[src/rtl/alu_result_accumulator.sv]
// alu_result_accumulator
// Consumes the ALU result stream (Y plus mode tag), folds a fixed-length
// batch of counted results into a saturating sum with min/max tracking,
// and offers the batch summary to the readout stage.
//
// Handshakes: a transfer happens on a rising clk edge where valid and ready
// are both 1. Ready never depends combinationally on valid on either side.
// in_ready and out_valid are registered and change only on clock edges
// (or on asynchronous reset).
module alu_result_accumulator #(
  parameter int DATA_W    = 8,
  parameter int ACC_W     = 10,
  parameter int N_SAMPLES = 4,
  parameter int CNT_W     = $clog2(N_SAMPLES + 1)
) (
  input  logic              clk,
  input  logic              rst_n,
  input  logic              clear,
  input  logic              in_valid,
  output logic              in_ready,
  input  logic [DATA_W-1:0] in_y,
  input  logic [1:0]        in_mode,
  output logic              out_valid,
  input  logic              out_ready,
  output logic [ACC_W-1:0]  sum,
  output logic [CNT_W-1:0]  count,
  output logic [DATA_W-1:0] max_y,
  output logic [DATA_W-1:0] min_y,
  output logic              sat,
  output logic [1:0]        fsm_state
);

  typedef enum logic [1:0] {
    IDLE  = 2'd0,
    ACCUM = 2'd1,
    DONE  = 2'd2
  } state_t;

  localparam logic [ACC_W-1:0]  SUM_MAX  = {ACC_W{1'b1}};
  localparam logic [DATA_W-1:0] MIN_INIT = {DATA_W{1'b1}};
  localparam logic [CNT_W-1:0]  CNT_LAST = CNT_W'(N_SAMPLES);
  localparam logic [1:0]        MODE_NOP = 2'b11;

  state_t            state;
  logic              accept;
  logic              counted;
  logic [ACC_W:0]    sum_wide;
  logic              sum_ovf;
  logic [CNT_W-1:0]  count_inc;
  logic              batch_full;
  logic [DATA_W-1:0] max_next;
  logic [DATA_W-1:0] min_next;

  assign fsm_state = state;

  // Datapath for one counted sample: widened add for overflow, min/max, count.
  always_comb begin
    accept     = in_valid & in_ready;
    counted    = accept & (in_mode != MODE_NOP);
    sum_wide   = {1'b0, sum} + {{(ACC_W + 1 - DATA_W){1'b0}}, in_y};
    sum_ovf    = sum_wide[ACC_W];
    count_inc  = count + CNT_W'(1);
    batch_full = (count_inc == CNT_LAST);
    max_next   = (in_y > max_y) ? in_y : max_y;
    min_next   = (in_y < min_y) ? in_y : min_y;
  end

  // Batch FSM with registered accumulators and handshake flags.
  always_ff @(posedge clk or negedge rst_n) begin
    if (!rst_n) begin
      state     <= IDLE;
      sum       <= '0;
      count     <= '0;
      max_y     <= '0;
      min_y     <= MIN_INIT;
      sat       <= 1'b0;
      in_ready  <= 1'b1;
      out_valid <= 1'b0;
    end else if (clear) begin
      // Abort wins over any simultaneous accept or summary handshake.
      state     <= IDLE;
      sum       <= '0;
      count     <= '0;
      max_y     <= '0;
      min_y     <= MIN_INIT;
      sat       <= 1'b0;
      in_ready  <= 1'b1;
      out_valid <= 1'b0;
    end else begin
      case (state)
        IDLE, ACCUM: begin
          // No-op (mode 11) samples are consumed without touching anything.
          if (counted) begin
            if (sum_ovf) begin
              sum <= SUM_MAX;
              sat <= 1'b1;
            end else begin
              sum <= sum_wide[ACC_W-1:0];
            end
            count <= count_inc;
            max_y <= max_next;
            min_y <= min_next;
            if (batch_full) begin
              state     <= DONE;
              in_ready  <= 1'b0;
              out_valid <= 1'b1;
            end else begin
              state <= ACCUM;
            end
          end
        end
        DONE: begin
          // Summary is frozen until the readout stage takes it.
          if (out_ready) begin
            state     <= IDLE;
            sum       <= '0;
            count     <= '0;
            max_y     <= '0;
            min_y     <= MIN_INIT;
            sat       <= 1'b0;
            in_ready  <= 1'b1;
            out_valid <= 1'b0;
          end
        end
        default: begin
          state     <= IDLE;
          in_ready  <= 1'b1;
          out_valid <= 1'b0;
        end
      endcase
    end
  end

endmodule

[config.mk]
export PLATFORM = sky130hd
export DESIGN_NAME = alu_result_accumulator
export DESIGN_NICKNAME = d
export VERILOG_FILES = /design/src/rtl/alu_result_accumulator.sv
export SDC_FILE = /design/constraint.sdc
export NUM_CORES = 1
export LEC_CHECK = 0
export CELL_PAD_IN_SITES_DETAIL_PLACEMENT = 1
export CELL_PAD_IN_SITES_GLOBAL_PLACEMENT = 2
export CORE_MARGIN = 1.5
export CORE_UTILIZATION = 33
export CTS_CLUSTER_SIZE = 12
export DETAILED_ROUTE_END_ITERATION = 8
export PLACE_DENSITY = 0.83
export SLEW_MARGIN = 20
export SYNTH_ARGS = -nofsm -noshare
export SYNTH_HDL_FRONTEND = slang
export SYNTH_SLANG_ARGS = --single-unit
[constraint.sdc]
create_clock -name clk -period 3.23 [get_ports clk]
set_input_delay 0.4845 -clock clk [delete_from_list [all_inputs] [get_ports clk]]
set_output_delay 0.4845 -clock clk [all_outputs]
set_load 0.01 [all_outputs]
==> results of run 1 <==
==> cell usage after synthesis (4+ instances only) <==
| library cell | number |
|---|---|
| nor3_1 | 5 |
| a211o_1 | 4 |
| nand2_1 | 24 |
| dfrtp_1 | 25 |
| a211oi_2 | 5 |
| dfstp_2 | 9 |
| a21oi_1 | 17 |
| ha_1 | 25 |
| inv_1 | 21 |
| nand3_1 | 4 |
| o21ai_0 | 19 |
| nor2_1 | 28 |
| a21o_1 | 6 |
| clkbuf_1 | 4 |
| a211oi_1 | 14 |
| a22o_1 | 10 |
| or3_1 | 9 |
==> placed cells by master (no fill, tap or decap), types with 2 or more instances in the layout <==
| cell type | instances |
|---|---|
| clkdlybuf4s50_1 | 48 |
| nor2_1 | 28 |
| ha_1 | 25 |
| dfrtp_1 | 25 |
| nand2_1 | 24 |
| inv_1 | 21 |
| o21ai_0 | 19 |
| a21oi_1 | 17 |
| a211oi_1 | 14 |
| a22o_1 | 10 |
| or3_1 | 9 |
| dfstp_2 | 9 |
| buf_4 | 8 |
| a21o_1 | 6 |
| clkbuf_8 | 6 |
| a211oi_2 | 5 |
| nor3_1 | 5 |
| a211o_1 | 4 |
| nand3_1 | 4 |
| nand4_1 | 3 |
| xnor2_1 | 3 |
| nor2b_1 | 2 |
| and2_1 | 2 |
| o211ai_1 | 2 |
| or4_1 | 2 |
| xor2_1 | 2 |
==> per-layer routing <==
layer / GRT usage / share of wire
met3: 0.03223 / 0.036
met5: 0 / 0
met4: 0.05051 / 0.0072
met2: 0.3217 / 0.47
met1: 0.2692 / 0.48
==> flip-flops by register name (all words and copies together), names as in the netlist <==
register	count
fsm_state	2
min_y	8
in_ready	1
sat	1
max_y	8
count	3
sum	10
out_valid	1
==> cell families (layout without fill, tap and decap cells) <==
kind of cell,Yosys count,count (layout)
and+or+nand+nor,86,86
AOI/OAI and AO/OA,83,83
DFF,34,34
buffers and inverters,29,85
xor gates and xnor gates,5,5
adders and majority gates,26,26
==> layout make-up <==
| type | instances | area share |
|---|---|---|
| clock buffer | 7 | 0.02819 |
| clock inverter | 1 | 0.001634 |
| inverter | 21 | 0.02574 |
| multi-input combinational | 200 | 0.4473 |
| sequential | 34 | 0.2815 |
| tap | 96 | 0.03922 |
| timing repair buffer | 56 | 0.1765 |
==> critical path: stages <==
cell and delay [ns]:
clkdlybuf4s50_1 0.53, ha_1 0.29, fa_1 0.44, a211oi_1 0.26, o21ai_0 0.14, and4_1 0.34
o21ai_0 0.23, nand2_1 0.07
==> power by group <==
part | total [mW] | leakage (nW) | internal, mW | switching (mW)
Clock | 0.334 | 0.0482 | 0.172 | 0.162
Sequential | 0.497 | 0.433 | 0.464 | 0.0327
Combinational | 0.362 | 0.920 | 0.172 | 0.190
Total | 1.19 | 1.40 | 0.809 | 0.384
==> through the flow <==
stage          setup slack [ns]  cells  area [sq um]  utilization  power, mW
3_5_place_dp             0.3269    407          2972       0.4350     0.8705
2_1_floorplan             1.080    263          2351            -     0.7031
6_report                 0.6026    415          3063       0.4484      1.193
4_1_cts                  0.6227    415          3063       0.4484      1.219
5_1_grt                  0.4712    415          3063       0.4484      1.284
3_3_place_gp             0.3891    407          2972       0.4350     0.8623
==> how the worst min path moves through the flow <==
stage	startpoint	end	slack (ns)	depth (start not counted)
after floorplan	rst_n	count[0]	0.19	0
after detailed placement	sum[6]	sum[6]	0.51	2
after global routing	min_y[6]	min_y[6]	0.55	2
after CTS	sum[6]	sum[6]	0.53	2
after global placement	sum[6]	sum[6]	0.49	2
final	sum[6]	sum[6]	0.52	2
==> flow_metrics.tcl, run 1 <==
set metrics [dict create \
    synthTopCellsByArea "dfrtp_1 27%, ha_1 13%, dfstp_2 10%, a211oi_1 4.5%, nor2_1 4.5%" \
    vdd_drop_max_mv 0.1825 \
    yosys_most_used_dff "dfrtp_1" \
    p_leak_nw 1.401 \
    worstPathArrival_ns 2.80 \
    layout.nets 359 \
    max-cap-violations 0 \
    synthSimpleGateAreaFrac 0.1735 \
    cts_tree "done" \
    yosysSeqAreaShare 0.3667 \
    clkTransAtPathRegs_ns 0.07 \
    r2r_slack_ns 0.91 \
    muxShareOfSynthArea 0 \
    drt_pass1_iterations 4 \
    cp_max_fo 10 \
    grt_max_degree 35 \
    area_growth_pct 30.28 \
    critPathCaptureType "flip-flop" \
    fin_tns_setup_ns 0 \
    worstSkewPairLatency_ns 0.28 \
    setup-violations-final 0 \
    synth_xor_area_frac 0.01863 \
    cts_hold_buffers 0 \
    final-hold-violation-count 0 \
    slew_viol_final 0 \
    synth_area_sq_um 2351 \
    multi_input_area_sq_um 1370 \
    synth_cells 263 \
    reg2reg_depth 7 \
    hold_class "reg2reg" \
    yosys.cell_types.count 41 \
    power.density_nw_per_um2 389.4 \
    io_pins 49 \
    clk_root_buffer_cell "clkbuf_8" \
    n_antenna_cell 0 \
    dpl.hpwl_microns 5127 \
    worstSetupEndpoint "sum[6]" \
    rows 30 \
    layout.area.seq_sq_um 862.1 \
    gp_congestion 0.7738 \
    grt_use_total 0.1966 \
    synth-async-reset-ratio 1.000 \
    grt_first_pass_wirelength_microns 11490 \
    drive_gt1_frac 0.1003 \
    finalClockSkew_ns 0.005228 \
    synth_compound_area_frac 0.2491 \
    synthAdderAreaFrac 0.1416 \
    vias 2168 \
    fin_crit_ns 2.627 \
    r2r_end "min_y[7]" \
    fillers 811 \
    synth_top_family_by_area "compound AO/OA/AOI/OAI gates" \
    synth_edf_count 0 \
    die_y_microns 87.41 \
    run_status "finished, final reports clean" \
    clockBufferDepth 2 \
    viasPerCell 5.224 \
    critical_path_required_ns 3.40 \
    core_sq_um 6832 \
    dr.first_iter.drc_count 77 \
    rsz0062_at_grt "false" \
    gr-total-overflow 0 \
    cts_made_buffers 5 \
    worstReg2RegStart "min_y[5]" \
    post_cts_buffers 0 \
    whs_ns 0.5201 \
    cp-startpoint "in_y[0]" \
    cts-resized-gates 0 \
    routed_wirelength_microns 6817 \
    die_w_microns 87.41 \
    start_util 0.3441 \
    synth.net_count 304 \
    cp-start-kind "input pin" \
    fmax_mhz 380.6 \
    die_area_sq_um 7640 \
    first_global_vias 2264 \
    htree_num_levels 2 \
    post-route-period-util 0.8134 \
    worst-setup-path-type "in2reg" \
    yosysTopAreaCellShare 0.2661 \
    routedWlPerCell_microns 16.43 \
    io_buffers 48 \
    numClockSinks 34 \
    slew_headroom 0.3879 \
    ys_warn_count 0 \
    avgSynthCellArea_sq_um 8.939 \
    ant_nets 0 \
    synth-seq-cells 34 \
    drc 0 \
    worstMarginPinSlew_ns 0.9148 \
    antenna_found_initial 0 \
    yosysTopAreaCell "dfrtp_1" \
]
(Power assumes the default switching activity.)
==> run 2: changes to the inputs <==
Settings changed: CORE_UTILIZATION 33 to 31, PLACE_DENSITY 0.83 to 0.78.
Clock period 3.23 ns to 2.7 ns, I/O delays scaled along.
==> run 2 against run 1 <==
Core utilization is 1.4 points lower; sequential share of layout area decreased by 0.90 points; non-clock buffer count increased by 13; first-iteration DRC count increased by 7.8%; worst setup slack got worse by 0.25 ns; highest routed layer unchanged; sequential cell count did not move.
==> flow_metrics.tcl, run 2 (synthesis gave the netlist of run 1 again) <==
set metrics [dict create \
    run_status "finished, final reports clean" \
    worstPathArrival_ns 2.53 \
    area_growth_pct 34.59 \
    die_area_sq_um 8115 \
    io_pins 49 \
    pre_cts_ws_ns 0.03216 \
    die_y_microns 90.09 \
    fmax_mhz 425.4 \
    final_cells 431 \
    htree_num_levels 2 \
    cts_hold_buffers 0 \
    gr-total-overflow 0 \
    slew_viol_final 0 \
    top_regs "sum (10), max_y (8), min_y (8)" \
    finalClockSkew_ns 0.009198 \
    routedWlPerCell_microns 16.69 \
    max-cap-violations 0 \
    worstSkewPairLatency_ns 0.29 \
    cts-resized-gates 0 \
    vias 2277 \
    power.density_nw_per_um2 461.0 \
    power.total_mw 1.459 \
    largest_reg_flops 10 \
    setup-violations-final 0 \
    grt_first_pass_wirelength_microns 12450 \
    fillers 891 \
    grt_use_total 0.1916 \
    fin_crit_ns 2.351 \
    cts_tree "done" \
    antenna_found_initial 0 \
    n_antenna_cell 0 \
    first_global_vias 2431 \
    postLayoutCellArea_sq_um 3164 \
    critPathCaptureType "flip-flop" \
    rsz0062_at_grt "false" \
    post-route-period-util 0.8706 \
    finish.utilization 0.4339 \
    worst-setup-path-type "in2reg" \
    post_cts_buffers 0 \
    worstMarginPinSlew_ns 0.5371 \
    clkTransAtPathRegs_ns 0.07 \
    place_area_sq_um 3073 \
    drive_gt1_frac 0.1355 \
    dr.first_iter.drc_count 83 \
    gp_congestion 0.8315 \
    rows 31 \
    layout_common_cells "48 x clkdlybuf4s50_1, 28 x nor2_1, 25 x ha_1, 25 x dfrtp_1, 24 x nand2_1" \
    clk_root_buffer_cell "clkbuf_8" \
    slew_headroom 0.6363 \
    drt_pass1_iterations 4 \
    ant_nets 0 \
    critical_path_required_ns 2.88 \
    viasPerCell 5.283 \
    fin_tns_setup_ns 0 \
    cp-start-kind "input pin" \
    dpl.hpwl_microns 5484 \
    cts_made_buffers 5 \
    fin_ws_ns 0.3495 \
    die_w_microns 90.09 \
    start_util 0.3224 \
    drc 0 \
    layout.nets 372 \
    numClockSinks 34 \
    clockBufferDepth 2 \
    whs_ns 0.5125 \
    final-hold-violation-count 0 \
    routed_wirelength_microns 7194 \
    layout_commonest_cell "clkdlybuf4s50_1" \
    vdd_drop_max_mv 0.1559 \
    cp_max_fo 6 \
    p_leak_nw 1.464 \
    io_buffers 48 \
    dp_cells 423 \
    core_sq_um 7292 \
    largest-register "sum" \
    grt_max_degree 35 \
    hold_class "reg2reg" \
]
[run 2: cell count changes in the layout (fill, tap and decap cells not counted), sizes merged]
cell  delta
buf     +13
[run 2: path summary, 6_finish.rpt]
kind	slack, ns	end	startpoint	cells after the start
min in group asynchronous	0.55	sum[5]	rst_n	2
worst max register to register	0.54	min_y[4]	min_y[1]	6
worst min-delay path	0.51	sum[5]	sum[5]	2
worst max-delay path	0.35	sum[9]	in_y[2]	7
max in group asynchronous	1.80	in_ready	rst_n	2
worst min register to register	0.51	sum[5]	sum[5]	2
[run 2: final cells by class]
type                       count  area (sq um)  share of cell area
inverter                      21         78.83             0.02491
timing repair buffer          69         638.1              0.2017
clock buffer                   7         86.33             0.02728
sequential                    34         862.1              0.2724
tap                           99         123.9             0.03915
clock inverter                 1         5.005            0.001582
multi-input combinational    200          1370              0.4330
[run 2: where the power goes]
part | switching (mW) | internal (mW)
logic | 0.233 | 0.221
clock network | 0.204 | 0.206
registers | 0.0386 | 0.555
total | 0.476 | 0.983
[run 2: critical path: stages]
cell             delay (ns)
clkdlybuf4s50_1        0.48
ha_1                   0.42
nand3_1                0.15
a211oi_1               0.42
o21ai_0                0.16
a211o_1                0.31
and3_1                 0.18
[run 2: metal layers]
| layer | up-vias | share of wire | track usage |
|---|---|---|---|
| li1 | 1086 | - | - |
| met1 | 1157 | 0.49 | 0.2611 |
| met2 | 28 | 0.48 | 0.3144 |
| met3 | 6 | 0.024 | 0.02453 |
| met4 | 0 | 0.012 | 0.05952 |
| met5 | - | 0 | 0 |
